--- config.mk ---
export PLATFORM = sky130hd
export DESIGN_NAME = serial_add_ctrl_flat
export DESIGN_NICKNAME = d
export VERILOG_FILES = /design/src/rtl/serial_add_ctrl_if.sv /design/src/rtl/serial_add_ctrl.sv /design/src/flat_wrapper.sv
export SDC_FILE = /design/constraint.sdc
export NUM_CORES = 1
export LEC_CHECK = 0
export ABC_CLOCK_PERIOD_IN_PS = 4230
export CORE_ASPECT_RATIO = 1.1
export CORE_MARGIN = 2
export CORE_UTILIZATION = 30
export CTS_CLUSTER_SIZE = 12
export DETAILED_ROUTE_END_ITERATION = 16
export PLACE_DENSITY = 0.53
export SYNTH_ARGS = -nofsm -noshare
export SYNTH_HDL_FRONTEND = slang
export SYNTH_SLANG_ARGS = --single-unit
--- constraint.sdc ---
create_clock -name clk -period 4.23 [get_ports clk]
set_input_delay 0.846 -clock clk [delete_from_list [all_inputs] [get_ports clk]]
set_output_delay 0.846 -clock clk [all_outputs]
set_load 0.05 [all_outputs]
--- src/rtl/serial_add_ctrl_if.sv ---
// ---------------------------------------------------------------------------
// serial_add_ctrl_if
//   Handshake bundle for the bit-serial adder controller.
//   Operand side : in_valid / in_ready, addends a and b.
//   Result side  : out_valid / out_ready, sum and cout.
//   Status       : busy (operation in flight or result pending).
//   master = producer/consumer (e.g. testbench), slave = serial_add_ctrl.
// ---------------------------------------------------------------------------
interface serial_add_ctrl_if #(
  parameter int WIDTH = 8
);
  logic             in_valid;
  logic             in_ready;
  logic [WIDTH-1:0] a;
  logic [WIDTH-1:0] b;
  logic             out_valid;
  logic             out_ready;
  logic [WIDTH-1:0] sum;
  logic             cout;
  logic             busy;

  modport master (
    output in_valid, a, b, out_ready,
    input  in_ready, out_valid, sum, cout, busy
  );

  modport slave (
    input  in_valid, a, b, out_ready,
    output in_ready, out_valid, sum, cout, busy
  );
endinterface

--- src/rtl/serial_add_ctrl.sv ---
// ---------------------------------------------------------------------------
// serial_add_ctrl
//   Adds two WIDTH-bit operands one bit per clock with a single shared
//   full adder, LSB first. An accepted operand pair produces its result
//   exactly WIDTH rising edges later; the result is held until taken.
//
//   clk  : sole clock, rising edge
//   rst  : asynchronous, active-high reset
//   bus  : serial_add_ctrl_if.slave
//            in_valid/in_ready/a/b       operand handshake (accept in IDLE)
//            out_valid/out_ready/sum/cout result handshake (release in DONE)
//            busy                         high in RUN or DONE
// ---------------------------------------------------------------------------
module serial_add_ctrl #(
  parameter int WIDTH = 8
) (
  input  logic             clk,
  input  logic             rst,
  serial_add_ctrl_if.slave bus
);

  // Wide enough to reach WIDTH itself, so the final increment never wraps.
  localparam int CNT_W = $clog2(WIDTH + 1);

  typedef enum logic [1:0] {
    IDLE = 2'd0,
    RUN  = 2'd1,
    DONE = 2'd2
  } state_t;

  state_t           r_state;
  state_t           w_state_next;

  logic [WIDTH-1:0] r_a;
  logic [WIDTH-1:0] r_b;
  logic [WIDTH-1:0] r_sum;
  logic [WIDTH-1:0] w_sum_next;
  logic             r_carry;
  logic             r_cout;
  logic [CNT_W-1:0] r_cnt;

  logic             w_accept;
  logic             w_last;
  logic             w_s1;
  logic             w_c1;
  logic             w_bit;
  logic             w_carry_next;

  assign w_accept = (r_state == IDLE) && bus.in_valid;
  assign w_last   = (r_cnt == CNT_W'(WIDTH - 1));

  // Shared full adder built from two half-add stages on the operand LSBs.
  assign w_s1         = r_a[0] ^ r_b[0];
  assign w_c1         = r_a[0] & r_b[0];
  assign w_bit        = w_s1 ^ r_carry;
  assign w_carry_next = w_c1 | (w_s1 & r_carry);

  // New bit enters at the MSB so that after WIDTH shifts the LSB-first
  // stream lands in natural bit order.
  always_comb begin
    // NOTE: assign a full default first in every combinational block; any
    // bit left unassigned on some path would be inferred as a latch.
    w_sum_next            = r_sum >> 1;
    w_sum_next[WIDTH-1]   = w_bit;
  end

  // ---------------- FSM: state register ----------------
  always_ff @(posedge clk or posedge rst) begin
    // NOTE: sequential state uses non-blocking assignments only, so every
    // register samples pre-edge values regardless of block ordering.
    if (rst) r_state <= IDLE;
    else     r_state <= w_state_next;
  end

  // ---------------- FSM: next-state logic ----------------
  always_comb begin
    w_state_next = r_state;
    case (r_state)
      IDLE:    if (bus.in_valid)  w_state_next = RUN;
      RUN:     if (w_last)        w_state_next = DONE;
      DONE:    if (bus.out_ready) w_state_next = IDLE;
      default:                    w_state_next = IDLE;
    endcase
  end

  // ---------------- FSM: outputs, decoded from the state register only ----
  always_comb begin
    bus.in_ready  = (r_state == IDLE);
    bus.out_valid = (r_state == DONE);
    bus.busy      = (r_state == RUN) || (r_state == DONE);
  end

  assign bus.sum  = r_sum;
  assign bus.cout = r_cout;

  // ---------------- Datapath ----------------
  // Everything is cleared on reset so an aborted operation leaves no trace
  // on sum/cout and the next operation starts from a known carry/count.
  always_ff @(posedge clk or posedge rst) begin
    if (rst) begin
      r_a     <= '0;
      r_b     <= '0;
      r_sum   <= '0;
      r_carry <= 1'b0;
      r_cout  <= 1'b0;
      r_cnt   <= '0;
    end else if (w_accept) begin
      r_a     <= bus.a;
      r_b     <= bus.b;
      r_carry <= 1'b0;
      r_cnt   <= '0;
    end else if (r_state == RUN) begin
      r_sum   <= w_sum_next;
      r_a     <= r_a >> 1;
      r_b     <= r_b >> 1;
      r_carry <= w_carry_next;
      r_cnt   <= r_cnt + CNT_W'(1);
      if (w_last) r_cout <= w_carry_next;
    end
  end

endmodule

--- src/flat_wrapper.sv ---
// flat-port wrapper written by rule: the top's interface ports become plain ports
module serial_add_ctrl_flat 
#(
  parameter int WIDTH = 8
)
  (clk, rst, bus_in_valid, bus_a, bus_b, bus_out_ready, bus_in_ready, bus_out_valid, bus_sum, bus_cout, bus_busy);
  serial_add_ctrl_if #(.WIDTH(WIDTH)) bus_i ();
  input  logic clk;
  input  logic rst;
  input wire logic [$bits(bus_i.in_valid)-1:0] bus_in_valid;
  input wire logic [$bits(bus_i.a)-1:0] bus_a;
  input wire logic [$bits(bus_i.b)-1:0] bus_b;
  input wire logic [$bits(bus_i.out_ready)-1:0] bus_out_ready;
  output wire logic [$bits(bus_i.in_ready)-1:0] bus_in_ready;
  output wire logic [$bits(bus_i.out_valid)-1:0] bus_out_valid;
  output wire logic [$bits(bus_i.sum)-1:0] bus_sum;
  output wire logic [$bits(bus_i.cout)-1:0] bus_cout;
  output wire logic [$bits(bus_i.busy)-1:0] bus_busy;
  assign bus_i.in_valid = bus_in_valid;
  assign bus_i.a = bus_a;
  assign bus_i.b = bus_b;
  assign bus_i.out_ready = bus_out_ready;
  assign bus_in_ready = bus_i.in_ready;
  assign bus_out_valid = bus_i.out_valid;
  assign bus_sum = bus_i.sum;
  assign bus_cout = bus_i.cout;
  assign bus_busy = bus_i.busy;
  serial_add_ctrl #(.WIDTH(WIDTH)) u_core (.clk(clk), .rst(rst), .bus(bus_i));
endmodule
Word-level counts from Yosys, hierarchy flattened

Cells that the tools add are included.

Memories: 0
Logic and storage cells: 39
Memory bits (writable): 0
Output and inout bits: 12
Register bits: 32
ROM bits: 0
Bits in latches: 0

$lt $le $gt $ge: 0
Multipliers: 0
$add $sub $neg: 1
Muxes and demuxes: 12
Bitwise operators: 6
Shift operators: 0
Eq/ne operators: 6
Reduce and logical (&&, ||, !) cells: 7
Div/mod/pow operators: 0

Operators by type and width:

| kind                                                                     | number |
|---|---|
| 8-bit two-way mux                                                        | 4 |
| 4-bit two-way mux                                                        | 2 |
| 2-bit two-way mux                                                        | 3 |
| 2-bit one-hot mux with 3 select lines                                    | 1 |
| 3-bit AND reduction                                                      | 2 |
| 4-bit by 1-bit adder with 4-bit output (second input constant)           | 1 |
| 4-bit by 3-bit == test with 1-bit output (second input constant)         | 1 |
| 2-bit inequality test (second input constant)                            | 2 |
| 1-bit AND                                                                | 2 |
| 2-bit by 1-bit == test with 1-bit output (second input constant)         | 1 |
| 2-bit == test (second input constant)                                    | 1 |
| 2-bit zero test                                                          | 1 |
| 1-bit two-way mux                                                        | 2 |
| 2-bit by 1-bit inequality test with 1-bit output (second input constant) | 1 |
| 2-bit AND reduction                                                      | 1 |
| 2-bit nonzero test                                                       | 1 |
| 1-bit XOR                                                                | 2 |
| 1-bit logical AND                                                        | 1 |
| 1-bit logical OR                                                         | 1 |
| 1-bit inverter                                                           | 1 |
| 1-bit bitwise OR                                                         | 1 |

Depth between registers and ports, before layout

Gate-level depths: netlist of the first run.

Depth after elaboration: 5
Gate-level depth with buffers: 7
Depth with buffers taken out: 5

Worst setup path before layout of the first run

Ideal clock, no wire load.

Path kind: register -> register
From: register u_core.r_state[0]
To: register u_core.r_a[3]
Library setup time: 0.133 ns
Data required time: 4.097 ns
Path slack: 2.379 ns
Period minus slack after synthesis: 1.851 ns
Path buffers: 2
Arrival: 1.718 ns
Stages on the path, launching flop included: 7
Cells stage by stage: dfrtp_1 > inv_1 > ha_1 > and2_1 > clkbuf_1 > clkbuf_1 > o21ai_0

Word-level cells in the longest chain between the ends: 3
Elaborated cells on any way between the ends: 5
Classes of those cells: eq/ne: 1; mux: 1; reduce/logical: 3

RTL lines:

| what                                                           | line                   | source |
|---|---|---|
| from (decl)                                                    | serial_add_ctrl.sv:31  | `state_t r_state;` |
| from (signal assigned)                                         | serial_add_ctrl.sv:72  | `else r_state <= w_state_next;` |
| 2-bit zero test (*)                                            | n/a                    |  |
| named net bus_in_ready                                         | flat_wrapper.sv:14     | `output wire logic [$bits(bus_i.in_ready)-1:0] bus_in_ready;` |
| 1-bit logical AND (*)                                          | serial_add_ctrl.sv:49  | `assign w_accept = (r_state == IDLE) && bus.in_valid;` |
| 8-bit two-way mux / 2-bit nonzero test (equally long branches) | n/a                    |  |
| to (signal assigned)                                           | serial_add_ctrl.sv:108 | `r_a <= bus.a;` |
| to (signal assigned)                                           | serial_add_ctrl.sv:114 | `r_a <= r_a >> 1;` |
| to (decl)                                                      | serial_add_ctrl.sv:34  | `logic [WIDTH-1:0] r_a;` |

The timed path passes the listed nets; every way through them passes the cells marked *.
A chain may end at the register's enable or synchronous reset.

Final worst setup path of the first run

From: register u_core.r_state[0]
To: output port bus_busy

Word-level cells in the longest chain between the ends: 2
Elaborated cells on any way between the ends: 3
Classes of those cells: eq/ne: 2; reduce/logical: 1

RTL lines:

| what                                                                             | line                  | source |
|---|---|---|
| 2-bit by 1-bit == test with 1-bit output / 2-bit == test (equally long branches) | serial_add_ctrl.sv:90 | `bus.busy = (r_state == RUN) \|\| (r_state == DONE);` |
| 1-bit logical OR (*)                                                             | serial_add_ctrl.sv:90 |  |
| to (decl)                                                                        | flat_wrapper.sv:18    | `output wire logic [$bits(bus_i.busy)-1:0] bus_busy;` |

Every way passes the cells marked *; elsewhere a longest branch is shown, timed or not.

==> results of run 1 <==
cell families (layout without fill, tap and decap cells):
| kind of cell | count (synthesis) | in the layout | share of synthesized area [%] |
|---|---|---|---|
| compound gates | 17 | 17 | 6.18 |
| xor+xnor | 3 | 3 | 1.80 |
| fa+ha+maj | 6 | 6 | 5.66 |
| buf+inv | 12 | 45 | 3.52 |
| flops | 32 | 32 | 54.9 |
| mux | 27 | 27 | 19.5 |
| simple gates | 28 | 28 | 8.49 |
path summary, 6_finish.rpt:
check / startpoint / endpoint / slack (ns) / cells past startpoint
max: u_core.r_state[0] / bus_busy / 1.56 / 3
min: u_core.bus.sum[0] / u_core.bus.sum[0] / 0.51 / 1
max reg2reg: u_core.r_state[1] / u_core.r_state[1] / 2.07 / 4
min reg2reg: u_core.bus.sum[0] / u_core.bus.sum[0] / 0.51 / 1
max in group asynchronous: rst / u_core.r_a[2] / 2.99 / 3
min in group asynchronous: rst / u_core.bus.sum[0] / 0.95 / 3
final cells by class:
type	count	area (µm²)	share of cell area (%)
Sequential cell	32	801	42.0
Multi-Input combinational cell	81	607	31.9
Timing Repair Buffer	32	318	16.7
Clock buffer	8	90.1	4.73
Tap cell	56	70.1	3.68
Inverter	5	18.8	0.986
metrics by stage:
step                worst slack (ns)  power (mW)  hold slack [ns]
floorplan                       2.38        1.13            0.508
global placement                1.68        1.32            0.492
detailed placement              1.61        1.34            0.506
CTS                             1.54        1.59            0.520
global route                    1.46        1.68            0.546
finish                          1.56        1.56            0.514
worst reg2reg max path: stages (launching register included):
cell and delay [ns]:
dfrtp_1 0.39, inv_1 0.10, ha_1 0.92, a222oi_1 0.29
mux2_2 0.35
cell usage in the layout, fill, tap and decap left out:
| master | instances |
|---|---|
| buf_4 | 1 |
| xnor2_1 | 1 |
| nand4_1 | 1 |
| mux2_2 | 11 |
| nand4b_1 | 1 |
| mux2i_1 | 16 |
| nor2_1 | 5 |
| clkdlybuf4s50_1 | 31 |
| clkbuf_1 | 2 |
| inv_1 | 5 |
| o21ai_0 | 16 |
| dfrtp_1 | 32 |
| clkbuf_8 | 6 |
| ha_1 | 5 |
| a222oi_1 | 1 |
| fa_1 | 1 |
| xor2_1 | 2 |
| nand2_1 | 17 |
| and2_1 | 1 |
| nand2b_1 | 2 |
| nand3b_1 | 1 |
sequential cells by signal (all words and copies together) (netlist names):
signal and flops:
u_core.r_b 8, u_core.r_state 2, u_core.bus.cout 1, u_core.r_carry 1, u_core.r_cnt 4, u_core.r_a 8
u_core.bus.sum 8
power by group:
group | switching (mW) | internal, mW
clock network | 0.105 | 0.132
logic | 0.444 | 0.332
registers | 0.0913 | 0.454
per-layer routing:
layer  global-route usage, %  up-vias
met5                       0        -
met4                    4.04        0
met3                    4.34        3
met2                    16.3       32
met1                    12.8      468
li1                        -      487
==> results.py, run 1 <==
metrics = {
    "status": {
        "status": "finished, final reports clean",
    },
    "die": {
        "ios": 32,
        "die_y_um": 77.1,
        "fp.coreArea_um2": 4650,
        "rows": 26,
        "die_width_um": 70.5,
        "die_area_um2": 5440,
        "initial_core_util_pct": 31.4,
    },
    "clock_network": {
        "htree_num_levels": 2,
        "cts_buffers": 5,
        "cts_root_buffer": "clkbuf_8",
        "tritoncts": "built",
        "cts_setup_buffers": 0,
        "cts_hold_buf": 0,
        "cts_buffer_depth": 2,
        "cts_resized": 0,
        "worstSkewPairLatency_ns": 0.28,
        "clk_pin_slew_ns": 0.06,
        "cts_sinks": 32,
    },
    "route": {
        "drt_iter0_drc": 50,
        "remaining_drc_errors": 0,
        "viasPerCell": 4.63,
        "route.met3.wl_um": 170,
        "top_layer": "met4",
        "wire_per_inst_um": 11.8,
        "drt-pass1-iter-count": 4,
        "ant_nets": 0,
        "dr_total_vias": 990,
        "met2_length_um": 1140,
        "wl_met1_um": 1190,
        "routed_wl_um": 2530,
    },
    "timing": {
        "fin_tns_setup_ns": 0,
        "timing.fmax_mhz": 375,
        "rsz0062_at_grt": "false",
        "worst_pin_slew_ns": 1.14,
        "final_max_slew_viol_count": 0,
        "final_hold_viol_count": 0,
        "finalSetupViolCount": 0,
        "post-route-min-period_ns": 2.67,
        "period_share_pct": 63.1,
        "maxSlewHeadroom_pct": 24.2,
        "fin_worst_skew_ns": 0.00285,
    },
    "logic_synthesis": {
        "syn_area_um2": 1460,
        "avgSynthCellArea_um2": 11.7,
        "yosysSeqAreaShare_pct": 54.9,
        "synth_area_leaders": "dfrtp_1 (55%), mux2i_1 (11%), mux2_2 (8.5%)",
        "ys.flop_type": "dfrtp_1",
        "synthTopCellsByCount": "dfrtp_1 (32), nand2_1 (17), mux2i_1 (16), o21ai_0 (16), mux2_2 (11)",
        "ys_warn_count": 0,
        "synth_most_common_cell": "dfrtp_1",
        "synthArstFlopShare_pct": 100,
        "synth_top_area_share_pct": 54.9,
        "yosys.cell_types.count": 19,
        "syn_nets": 151,
        "yosysTopAreaCell": "dfrtp_1",
        "synth_edf_count": 0,
        "synthCells": 125,
        "synth-seq-cells": 32,
    },
    "power_and_ir_drop": {
        "peakVddDrop_uv": 228,
        "powerDensity_nw_per_um2": 819,
        "power.static_leakage_nw": 0.826,
    },
    "layout": {
        "area_delta_synth_final_pct": 30.5,
        "fin_nets": 183,
        "post-route-util_pct": 40.9,
        "instances_no_fill": 214,
        "fillers": 462,
        "n_antenna_cell": 0,
        "design_area_um2": 1900,
        "drive_above_1_share_pct": 11.4,
    },
    "global_route": {
        "gr-total-overflow": 0,
        "grt_usage_pct": 10.4,
        "grt_pass1_vias": 959,
        "grt_pass1_wl_um": 4440,
        "antenna_found_initial": 0,
        "grt_max_degree": 38,
    },
    "worst_setup_path": {
        "endpoint_kind": "primary output",
        "cp.buffers_inverters": 2,
        "max_stage_delay_ns": 0.79,
        "arrival_ns": 1.82,
        "crit_chain": "inv_1 > ha_1 > clkdlybuf4s50_1",
        "path_delay_family": "buffers and inverters",
        "crit_slowest_cell": "clkdlybuf4s50_1",
        "crit_path_start_kind": "register",
        "crit_fanout": 4,
        "path_class": "register to primary output",
        "crit_required_ns": 3.38,
    },
    "job": {
        "drv_cap": 0,
    },
    "hold_path": {
        "holdCritPathClass": "register to register",
    },
    "placed_design": {
        "gp_congestion": 0.678,
        "dp_cells": 206,
        "place.detailed.hpwl_um": 1800,
        "port_buffers": 31,
        "place_area_um2": 1810,
    },
}
Note: power is estimated with default switching activity, not from simulation.
==> run 2, diff against run 1 <==
--- a/config.mk
+++ b/config.mk
@@ -5,13 +5,13 @@
 export SDC_FILE = /design/constraint.sdc
 export NUM_CORES = 1
 export LEC_CHECK = 0
-export ABC_CLOCK_PERIOD_IN_PS = 4230
+export ABC_CLOCK_PERIOD_IN_PS = 2280
 export CORE_ASPECT_RATIO = 1.1
 export CORE_MARGIN = 2
 export CORE_UTILIZATION = 30
 export CTS_CLUSTER_SIZE = 12
 export DETAILED_ROUTE_END_ITERATION = 16
-export PLACE_DENSITY = 0.53
+export PLACE_DENSITY = 0.55
 export SYNTH_ARGS = -nofsm -noshare
 export SYNTH_HDL_FRONTEND = slang
 export SYNTH_SLANG_ARGS = --single-unit
==> constraint.sdc (replaced) <==
create_clock -name clk -period 2.28 [get_ports clk]
set_input_delay 0.456 -clock clk [delete_from_list [all_inputs] [get_ports clk]]
set_output_delay 0.456 -clock clk [all_outputs]
set_load 0.05 [all_outputs]
==> results.py, run 2 (synthesized netlist as in run 1, its figures left out) <==
metrics = {
    "layout": {
        "n_antenna_cell": 0,
        "area_delta_synth_final_pct": 31.4,
        "fin_nets": 185,
        "fillers": 449,
        "instances_no_fill": 216,
        "most-common-layout-cells": "dfrtp_1 (32), clkdlybuf4s50_1 (28), nand2_1 (17)",
        "drive_above_1_share_pct": 13.8,
        "seqCellArea_um2": 801,
        "final_common_cell": "dfrtp_1",
        "multi_input_area_um2": 607,
    },
    "timing": {
        "finalSetupViolCount": 0,
        "period_share_pct": 83.9,
        "post-route-min-period_ns": 1.91,
        "maxSlewHeadroom_pct": 66.2,
        "final_hold_viol_count": 0,
        "final_max_slew_viol_count": 0,
        "rsz0062_at_grt": "false",
        "worst_pin_slew_ns": 0.505,
        "fin_worst_skew_ns": 0.00529,
        "fin_tns_setup_ns": 0,
        "timing.fmax_mhz": 523,
    },
    "route": {
        "drt-pass1-iter-count": 4,
        "drt_iter0_drc": 45,
        "ant_nets": 0,
        "dr_total_vias": 995,
        "routed_wl_um": 2700,
        "wire_per_inst_um": 12.5,
        "viasPerCell": 4.61,
        "remaining_drc_errors": 0,
    },
    "worst_setup_path": {
        "crit_chain": "clkdlybuf4s50_1",
        "crit_fanout": 3,
        "endpoint_kind": "primary output",
        "path_delay_family": "buffers and inverters",
        "max_stage_delay_ns": 0.81,
        "crit_path_start_kind": "register",
        "cp.buffers_inverters": 1,
        "crit_slowest_cell": "clkdlybuf4s50_1",
        "r2r_cells": 4,
        "crit_required_ns": 1.82,
        "cp.depth": 1,
        "path_class": "register to primary output",
        "arrival_ns": 1.46,
    },
    "placed_design": {
        "port_buffers": 31,
        "gp_congestion": 0.662,
        "dp_cells": 208,
        "place.detailed.hpwl_um": 1900,
    },
    "clock_network": {
        "worstSkewPairLatency_ns": 0.28,
        "cts_buffer_depth": 2,
        "htree_num_levels": 2,
        "cts_sinks": 32,
        "cts_resized": 0,
        "cts_buffers": 5,
        "clk_pin_slew_ns": 0.06,
        "tritoncts": "built",
        "cts_setup_buffers": 0,
        "cts_root_buffer": "clkbuf_8",
        "cts_hold_buf": 0,
    },
    "die": {
        "die_width_um": 70.5,
        "die_area_um2": 5440,
        "die_y_um": 77.1,
        "fp.coreArea_um2": 4650,
        "initial_core_util_pct": 31.4,
        "ios": 32,
        "rows": 26,
    },
    "global_route": {
        "antenna_found_initial": 0,
        "grt_usage_pct": 11.1,
        "gr-total-overflow": 0,
        "grt_max_degree": 38,
        "grt_pass1_vias": 1041,
        "grt_pass1_wl_um": 4750,
    },
    "job": {
        "drv_cap": 0,
    },
    "power_and_ir_drop": {
        "finalPower_mw": 2.91,
        "powerDensity_nw_per_um2": 1520,
        "power.static_leakage_nw": 0.853,
        "peakVddDrop_uv": 380,
    },
    "status": {
        "status": "finished, final reports clean",
    },
    "hold_path": {
        "holdPathStages": 1,
        "holdCritPathClass": "register to register",
    },
}
[run 2: changes by cell type in the layout (fill, tap and decap cells not counted)]
cell / change
dlymetal6s2s_1: +1
clkdlybuf4s50_1: -3
buf_4: +4
[run 2: layer usage]
metal / part of all wire (%) / wire [µm] / GRT usage (%) / vias to the layer above
li1: - / - / - / 491
met1: 46 / 1250 / 13.5 / 464
met2: 45 / 1220 / 17.9 / 36
met3: 7.4 / 200 / 4.20 / 4
met4: 1.1 / 30 / 3.85 / 0
met5: 0 / 0 / 0 / -
[run 2: layout make-up]
class	instances	area share, %
inverter	5	0.979
sequential	32	41.8
timing repair buffer	34	17.2
tap	56	3.66
multi-input combinational	81	31.7
clock buffer	8	4.70
[run 2: worst paths after layout]
kind / to / slack, ns / start
worst max-delay path: bus_sum[7] / 0.37 / u_core.bus.sum[7]
worst min-delay path: u_core.bus.sum[0] / 0.52 / u_core.bus.sum[0]
worst max register to register: u_core.r_state[1] / 0.63 / u_core.r_state[0]
worst min register to register: u_core.bus.sum[0] / 0.52 / u_core.bus.sum[0]
max in group asynchronous: u_core.bus.sum[5] / 1.41 / rst
min in group asynchronous: u_core.bus.sum[1] / 0.57 / rst
[run 2: per-stage QoR]
step	worst slack [ns]	cell area [µm²]	hold slack (ns)	utilization, %
final	0.368	1920	0.525	41.2
after global routing	0.288	1920	0.548	41.2
after CTS	0.0359	1910	0.531	41.2
after detailed placement	0.338	1820	0.516	39.2
after global placement	0.399	1820	0.498	39.2
after floorplan	0.429	1460	0.508	-
[run 2: power breakdown]
| part | switching, mW | internal [mW] |
|---|---|---|
| combinational | 0.834 | 0.609 |
| sequential | 0.180 | 0.842 |
| clock | 0.196 | 0.246 |
| total | 1.21 | 1.70 |
